$ cat config.mk
export PLATFORM = sky130hd
export DESIGN_NAME = if_id_decode
export DESIGN_NICKNAME = d
export VERILOG_FILES = /design/src/rtl/if_id_decode.sv
export SDC_FILE = /design/constraint.sdc
export NUM_CORES = 1
export LEC_CHECK = 0
export ABC_AREA = 1
export CAP_MARGIN = 20
export CORE_MARGIN = 3
export CORE_UTILIZATION = 68
export CTS_CLUSTER_SIZE = 28
export DETAILED_ROUTE_END_ITERATION = 6
export DONT_BUFFER_PORTS = 1
export PLACE_DENSITY = 0.84
export SYNTH_ARGS = -nofsm -noshare
export SYNTH_HDL_FRONTEND = slang
export SYNTH_SLANG_ARGS = --single-unit
$ cat constraint.sdc
create_clock -name clk -period 4.59 [get_ports clk]
set_input_delay 0.918 -clock clk [delete_from_list [all_inputs] [get_ports clk]]
set_output_delay 0.918 -clock clk [all_outputs]
set_load 0.1 [all_outputs]
$ cat src/rtl/if_id_decode.sv
// rtl/if_id_decode.sv - IF/ID pipeline register with RV32I decode, stall, flush and post-redirect kill window
module if_id_decode #(
  parameter int          FLUSH_DEPTH = 2,
  parameter logic [31:0] RESET_PC    = 32'h0000_0000
) (
  input  logic        clk,
  input  logic        rst,
  input  logic        tick,
  input  logic [31:0] instr_in,
  input  logic [31:0] pc_in,
  input  logic        stall,
  input  logic        flush,
  output logic        valid,
  output logic [31:0] pc_out,
  output logic [4:0]  rd,
  output logic [4:0]  rs1,
  output logic [4:0]  rs2,
  output logic [31:0] imm,
  output logic [2:0]  funct3,
  output logic [3:0]  alu_op,
  output logic        alu_src_imm,
  output logic        reg_we,
  output logic        mem_re,
  output logic        mem_we,
  output logic        branch,
  output logic        jump,
  output logic        illegal
);

  localparam logic [1:0] KILL_INIT = 2'(FLUSH_DEPTH);

  localparam logic [6:0] OPC_LUI    = 7'b0110111;
  localparam logic [6:0] OPC_AUIPC  = 7'b0010111;
  localparam logic [6:0] OPC_JAL    = 7'b1101111;
  localparam logic [6:0] OPC_JALR   = 7'b1100111;
  localparam logic [6:0] OPC_BRANCH = 7'b1100011;
  localparam logic [6:0] OPC_LOAD   = 7'b0000011;
  localparam logic [6:0] OPC_STORE  = 7'b0100011;
  localparam logic [6:0] OPC_OPIMM  = 7'b0010011;
  localparam logic [6:0] OPC_OP     = 7'b0110011;
  localparam logic [6:0] OPC_FENCE  = 7'b0001111;
  localparam logic [6:0] OPC_SYSTEM = 7'b1110011;

  localparam logic [3:0] ALU_ADD   = 4'd0;
  localparam logic [3:0] ALU_SUB   = 4'd1;
  localparam logic [3:0] ALU_SLL   = 4'd2;
  localparam logic [3:0] ALU_SLT   = 4'd3;
  localparam logic [3:0] ALU_SLTU  = 4'd4;
  localparam logic [3:0] ALU_XOR   = 4'd5;
  localparam logic [3:0] ALU_SRL   = 4'd6;
  localparam logic [3:0] ALU_SRA   = 4'd7;
  localparam logic [3:0] ALU_OR    = 4'd8;
  localparam logic [3:0] ALU_AND   = 4'd9;
  localparam logic [3:0] ALU_PASSB = 4'd10;

  // Pipeline state: the captured word, its PC, liveness and the stale-slot kill counter
  logic [31:0] instr_q, instr_d;
  logic [31:0] pc_q, pc_d;
  logic        valid_q, valid_d;
  logic [1:0]  kill_q, kill_d;

  // Shared ALU mapping for OP and OP-IMM; bit 30 only selects SUB when the caller allows it
  function automatic logic [3:0] alu_from_funct3(input logic [2:0] f3, input logic b30,
                                                 input logic allow_sub);
    logic [3:0] op;
    case (f3)
      3'b000:  op = (b30 && allow_sub) ? ALU_SUB : ALU_ADD;
      3'b001:  op = ALU_SLL;
      3'b010:  op = ALU_SLT;
      3'b011:  op = ALU_SLTU;
      3'b100:  op = ALU_XOR;
      3'b101:  op = b30 ? ALU_SRA : ALU_SRL;
      3'b110:  op = ALU_OR;
      default: op = ALU_AND;
    endcase
    return op;
  endfunction

  // Next-state selection: flush beats stall beats load; tick=0 freezes everything
  always_comb begin
    instr_d = instr_q;
    pc_d    = pc_q;
    valid_d = valid_q;
    kill_d  = kill_q;
    if (tick) begin
      if (flush) begin
        valid_d = 1'b0;
        kill_d  = KILL_INIT;
      end else if (stall) begin
        valid_d = valid_q;
      end else if (kill_q != 2'd0) begin
        valid_d = 1'b0;
        kill_d  = kill_q - 2'd1;
      end else begin
        valid_d = 1'b1;
        instr_d = instr_in;
        pc_d    = pc_in;
      end
    end
  end

  // State registers with synchronous reset to an all-zero bubble
  always_ff @(posedge clk) begin
    if (rst) begin
      instr_q <= 32'h0;
      pc_q    <= RESET_PC;
      valid_q <= 1'b0;
      kill_q  <= 2'd0;
    end else begin
      instr_q <= instr_d;
      pc_q    <= pc_d;
      valid_q <= valid_d;
      kill_q  <= kill_d;
    end
  end

  logic [6:0]  opcode;
  logic [6:0]  funct7;
  logic [31:0] imm_i, imm_s, imm_b, imm_u, imm_j;

  assign opcode = instr_q[6:0];
  assign funct7 = instr_q[31:25];
  assign imm_i  = {{20{instr_q[31]}}, instr_q[31:20]};
  assign imm_s  = {{20{instr_q[31]}}, instr_q[31:25], instr_q[11:7]};
  assign imm_b  = {{19{instr_q[31]}}, instr_q[31], instr_q[7], instr_q[30:25], instr_q[11:8], 1'b0};
  assign imm_u  = {instr_q[31:12], 12'b0};
  assign imm_j  = {{11{instr_q[31]}}, instr_q[31], instr_q[19:12], instr_q[20], instr_q[30:21], 1'b0};

  logic [31:0] imm_c;
  logic [3:0]  alu_op_c;
  logic        src_imm_c, we_c, re_c, mwe_c, br_c, jmp_c, ill_c;

  // Decode of the registered word; illegal encodings leave every enable low
  always_comb begin
    imm_c     = 32'h0;
    alu_op_c  = ALU_ADD;
    src_imm_c = 1'b0;
    we_c      = 1'b0;
    re_c      = 1'b0;
    mwe_c     = 1'b0;
    br_c      = 1'b0;
    jmp_c     = 1'b0;
    ill_c     = 1'b0;
    case (opcode)
      OPC_LUI: begin
        imm_c = imm_u; alu_op_c = ALU_PASSB; src_imm_c = 1'b1; we_c = 1'b1;
      end
      OPC_AUIPC: begin
        imm_c = imm_u; alu_op_c = ALU_ADD; src_imm_c = 1'b1; we_c = 1'b1;
      end
      OPC_JAL: begin
        imm_c = imm_j; jmp_c = 1'b1; we_c = 1'b1;
      end
      OPC_JALR: begin
        imm_c = imm_i; src_imm_c = 1'b1; jmp_c = 1'b1; we_c = 1'b1;
      end
      OPC_BRANCH: begin
        imm_c = imm_b; alu_op_c = ALU_SUB; br_c = 1'b1;
      end
      OPC_LOAD: begin
        imm_c = imm_i; src_imm_c = 1'b1; re_c = 1'b1; we_c = 1'b1;
      end
      OPC_STORE: begin
        imm_c = imm_s; src_imm_c = 1'b1; mwe_c = 1'b1;
      end
      OPC_OPIMM: begin
        imm_c     = imm_i;
        src_imm_c = 1'b1;
        alu_op_c  = alu_from_funct3(instr_q[14:12], instr_q[30], 1'b0);
        we_c      = 1'b1;
      end
      OPC_OP: begin
        if (funct7 == 7'h00 || funct7 == 7'h20) begin
          alu_op_c = alu_from_funct3(instr_q[14:12], instr_q[30], 1'b1);
          we_c     = 1'b1;
        end else begin
          ill_c = 1'b1;
        end
      end
      OPC_FENCE, OPC_SYSTEM: begin
        ill_c = 1'b0;
      end
      default: ill_c = 1'b1;
    endcase
  end

  logic [4:0] rd_raw;
  assign rd_raw = instr_q[11:7];

  assign valid       = valid_q;
  assign pc_out      = pc_q;
  assign rd          = valid_q ? rd_raw : 5'd0;
  assign rs1         = valid_q ? instr_q[19:15] : 5'd0;
  assign rs2         = valid_q ? instr_q[24:20] : 5'd0;
  assign funct3      = valid_q ? instr_q[14:12] : 3'd0;
  assign imm         = valid_q ? imm_c : 32'h0;
  assign alu_op      = valid_q ? alu_op_c : ALU_ADD;
  assign alu_src_imm = valid_q & src_imm_c;
  assign reg_we      = valid_q & ~ill_c & we_c & (rd_raw != 5'd0);
  assign mem_re      = valid_q & ~ill_c & re_c;
  assign mem_we      = valid_q & ~ill_c & mwe_c;
  assign branch      = valid_q & ~ill_c & br_c;
  assign jump        = valid_q & ~ill_c & jmp_c;
  assign illegal     = valid_q & ill_c;

endmodule

Word level (Yosys, flattened, before mapping)

Index checks and enable logic that the tools add are counted.

Word-level logic and storage cells: 80
Input port bits: 69
Bits in writable memories: 0
Memories kept: 0
Bits in read-only memories: 0
Register bits after elaboration: 67
Bits in latches: 0

Multiply operators: 0
Shift-type cells: 0
Reduce and logical (&&, ||, !) cells: 15
Bitwise logic cells: 13
Add/sub/neg operators: 1
$lt $le $gt $ge: 0
Equal/unequal tests: 19
Div/mod/pow operators: 0
Multiplexer cells: 28

Operators by type and width:

| cell                                          | count |
|---|---|
| one-hot mux 32 bit (5 select lines)           | 1 |
| one-hot mux 4 bit (7 select lines)            | 2 |
| 2-to-1 mux 32 bit                             | 1 |
| == test 7 x 6 -> 1 bit, second input constant | 4 |
| == test 7 bit, second input constant          | 4 |
| one-hot mux 4 bit (4 select lines)            | 1 |
| 2-to-1 mux 5 bit                              | 3 |
| == test 7 x 5 -> 1 bit, second input constant | 2 |
| 2-to-1 mux 1 bit                              | 12 |
| OR reduction 6 bit                            | 2 |
| OR reduction 10 bit                           | 1 |
| AND 1 bit                                     | 9 |
| == test 3 bit, second input constant          | 3 |
| 2-to-1 mux 4 bit                              | 2 |
| == test 7 x 2 -> 1 bit, second input constant | 1 |
| == test 7 x 4 -> 1 bit, second input constant | 1 |
| logical NOT 7 bit                             | 1 |
| == test 3 x 2 -> 1 bit, second input constant | 2 |
| 2-to-1 mux 2 bit                              | 3 |
| nonzero test 5 bit                            | 1 |
| inverter 1 bit                                | 4 |
| one-hot mux 1 bit (2 select lines)            | 2 |
| AND reduction 4 bit                           | 1 |
| nonzero test 2 bit                            | 2 |
| other kinds (10)                              | 11 |

Longest topological paths before layout

Word-level depth: 8
Gate-level depth with buffers: 11
Mapped depth without buffers: 11

Worst setup path before layout

OpenSTA, ideal clock, no wires.

Path kind: register to output
From: reg valid_q, in the netlist valid
To: out imm[0]
Arrival time: 3.436 ns
Path slack: 0.236 ns
Required time: 3.672 ns
Buffers on the path: 1
Cell stages (with the launch flop): 4
Path through: dfxtp_1 -> buf_2 -> nand2_1 -> o21ai_0

Longest elaborated chain between the ends: 1

Ends and longest elaborated chain:

| item                   | RTL line | RTL |
|---|---|---|
| start, declared        | 59       | `logic valid_q, valid_d;` |
| start signal, assigned | 112      | `valid_q <= valid_d;` |
| 2-to-1 mux 32 bit      | 196      | `assign imm = valid_q ? imm_c : 32'h0;` |
| end, declared          | 18       | `output logic [31:0] imm,` |

Every way passes these cells.

Worst setup path in the final report

From: reg instr_q[2]
To: out alu_op[3]

Longest elaborated chain between the ends: 3
Elaborated cells on any way between the ends: 6

Ends and longest elaborated chain:

| item                                                 | RTL line | RTL |
|---|---|---|
| start, declared                                      | 57       | `logic [31:0] instr_q, instr_d;` |
| start signal, assigned                               | 110      | `instr_q <= instr_d;` |
| == test 7 x 6 -> 1 bit, or another cell as far along | 144      | `case (opcode)` |
| one-hot mux 4 bit (4 select lines) (*)               | 144      |  |
| 2-to-1 mux 4 bit (*)                                 | 197      | `assign alu_op = valid_q ? alu_op_c : ALU_ADD;` |
| end, declared                                        | 20       | `output logic [3:0] alu_op,` |

Mark *: on every way between the ends. The rest lies on a longest branch, timed or not.

==> impl_metrics.sql <==
INSERT INTO impl_metrics (metric_group, metric, value, unit) VALUES
('clocking', 'hold_buffers', '0', ''),
('sta', 'rsz_0062_raised_after_global_routing', 'false', ''),
('clocking', 'cts_setup_buffers', '0', ''),
('yosys', 'synthCells', '505', ''),
('placed_design', 'placed_cell_area', '3650', 'µm²'),
('worst_hold_path', 'hold-path-endpoint', 'instr_q[18]', ''),
('worst_setup_path', 'data_arrival_time_of_the_worst_path', '2370', 'ps'),
('clocking', 'root_buffer', 'clkbuf_8', ''),
('final_layout', 'final_nets', '595', ''),
('clocking', 'path_clk_slew', '70', 'ps'),
('clocking', 'clock_sinks', '67', ''),
('floorplanning', 'area_of_the_die', '5780', 'µm²'),
('flow_run', 'cap_violations', '0', ''),
('route', 'drt_pass1_iterations', '4', ''),
('route', 'viasPerCell', '5.58', ''),
('route', 'detail-route-antenna-nets', '0', ''),
('clocking', 'tritoncts_clock_tree', 'done', ''),
('worst_setup_path', 'crit_path_max_fanout', '14', ''),
('global_route', 'grt_first_pass_wirelength', '14.5', 'mm'),
('power', 'pwr_dens', '363', 'nW/µm²'),
('clocking', 'post_cts_resized', '0', ''),
('sta', 'final_critical_path_share_of_the_clock_period', '0.716', ''),
('worst_hold_path', 'hold_path.startpoint', 'instr_q[18]', ''),
('floorplanning', 'floorplan.initialDensity', '0.736', ''),
('global_route', 'grt_overflow', '0', ''),
('floorplanning', 'total_i_o_pin_count', '163', ''),
('final_layout', 'instances_no_fill', '595', ''),
('worst_hold_path', 'hp-class', 'reg -> reg', ''),
('sta', 'timing_hold_violations_final', '0', ''),
('sta', 'fin_hold_ws', '487', 'ps'),
('placed_design', 'placed_cells', '579', ''),
('yosys', 'synth.top_cell.area_share', '0.402', ''),
('sta', 'postLayoutSetupSlackWorst', '1300', 'ps'),
('worst_setup_path', 'setup.worst_path.end_class', 'output pin', ''),
('sta', 'tightestPinTransition', '1100', 'ps'),
('sta', 'totalNegativeSetupSlack', '0', 'ps'),
('placed_design', 'hpwlAfterDp', '6.32', 'mm'),
('yosys', 'post_synth_instance_area', '3340', 'µm²'),
('power', 'p_leak', '1.65', 'nW'),
('floorplanning', 'floorplan.core_area', '4530', 'µm²'),
('floorplanning', 'chipWidth', '76.1', 'µm'),
('placed_design', 'gp_congestion', '0.954', ''),
('floorplanning', 'fp-row-count', '24', ''),
('worst_setup_path', 'worst_ep_required_time', '3670', 'ps'),
('global_route', 'via_count_of_the_first_global_routing_pass', '3014', ''),
('clocking', 'ctsLongestPathBuffers', '2', ''),
('final_layout', 'final_cell_mix', '178 x nand2_1, 66 x dfxtp_1, 64 x a21oi_1', ''),
('status', 'outcome', 'completed', ''),
('yosys', 'seq_area_frac_synth', '0.402', ''),
('final_layout', 'fillers', '307', ''),
('route', 'route.final.wire_length', '9.05', 'mm'),
('worst_setup_path', 'criticalPathCategory', 'reg -> out', ''),
('worst_setup_path', 'r2r_end', 'instr_q[2]', ''),
('yosys', 'yosysWarningCount', '0', ''),
('route', 'iteration_0_drc_markers', '257', ''),
('clocking', 'cts_inserted_buffers', '9', ''),
('floorplanning', 'floorplan.die.height', '76.1', 'µm'),
('power', 'irDropWorstVdd', '0.367', 'mV'),
('sta', 'report.final.setup_viol', '0', ''),
('sta', 'slew_headroom', '0.267', ''),
('route', 'drc', '0', ''),
('final_layout', 'antennaDiodeCount', '0', ''),
('yosys', 'netlist-cell-type-count', '27', ''),
('sta', 'max_freq', '304', 'MHz'),
('yosys', 'syn-num-nets', '575', ''),
('yosys', 'synthesis.area_per_instance', '6.61', 'µm²'),
('placed_design', 'post-place-ws', '1700', 'ps'),
('sta', 'slew_violations', '0', ''),
('placed_design', 'io_buffer_count', '0', ''),
('final_layout', 'layout-drive-gt1-share', '0.211', ''),
('route', 'detail_route.wl_per_cell', '15.2', 'µm');
==> power by group <==
part	switching [mW]	internal [mW]
logic	0.0852	0.0333
registers	0.118	0.610
clock network	0.227	0.337
total	0.430	0.981
==> worst max path at each step <==
stage / start / to / slack [ps] / cells after the start
final: instr_q[2] / alu_op[3] / 1300 / 8
after global routing: instr_q[2] / alu_op[3] / 1090 / 8
after CTS: instr_q[2] / alu_op[3] / 1320 / 8
after detailed placement: instr_q[2] / alu_op[3] / 1700 / 8
after global placement: instr_q[2] / alu_op[3] / 1770 / 8
after floorplan: valid / imm[0] / 240 / 3
==> flip-flops by register name, summed over array words and instances, names as in the netlist <==
register and cells:
valid 1, instr_q 32, kill_q 2, pc_out 32
==> logic make-up after synthesis <==
| logic type | Yosys count | synth area share |
|---|---|---|
| compound gates | 106 | 0.184 |
| fa+ha+maj | 1 | 0.00375 |
| buf+inv | 80 | 0.0990 |
| simple gates | 251 | 0.312 |
| flops | 67 | 0.402 |
==> final cells by class <==
type,instances,area (µm²),area share
multi-input cells,358,1750,0.450
flip-flops and latches,67,1340,0.345
repair buffers,38,285,0.0734
inverters,51,191,0.0493
clock buffers,11,151,0.0390
clock inverters,5,85.1,0.0219
well taps,65,81.3,0.0209
==> worst max-delay path, cell delays in order, from the launching register on <==
cell	delay, ps
dfxtp_1	420
nand2_1	70
nor2_1	150
nand2_1	120
inv_1	330
nand2_1	150
nand2_1	100
nand2_1	70
inv_1	620
==> cells in the mapped netlist (all sizes together) <==
master and n:
a31oi 1, nand3b 1, a21oi 86, nor3 3, inv 51, nand4 1, a211oi 12, or2 1
nand3 18, ha 1, clkbuf 10, nand2 185, a22oi 4, buf 19, o21ai 3, nor2 42
dfxtp 67
==> routing by layer <==
metal / global-route usage / share of wire / vias up
met5: 0 / 0 / -
met4: 0.0960 / 0.017 / 0
met3: 0.0946 / 0.098 / 17
met2: 0.524 / 0.50 / 174
met1: 0.369 / 0.38 / 1484
li1: - / - / 1647
(Power assumes the default switching activity.)
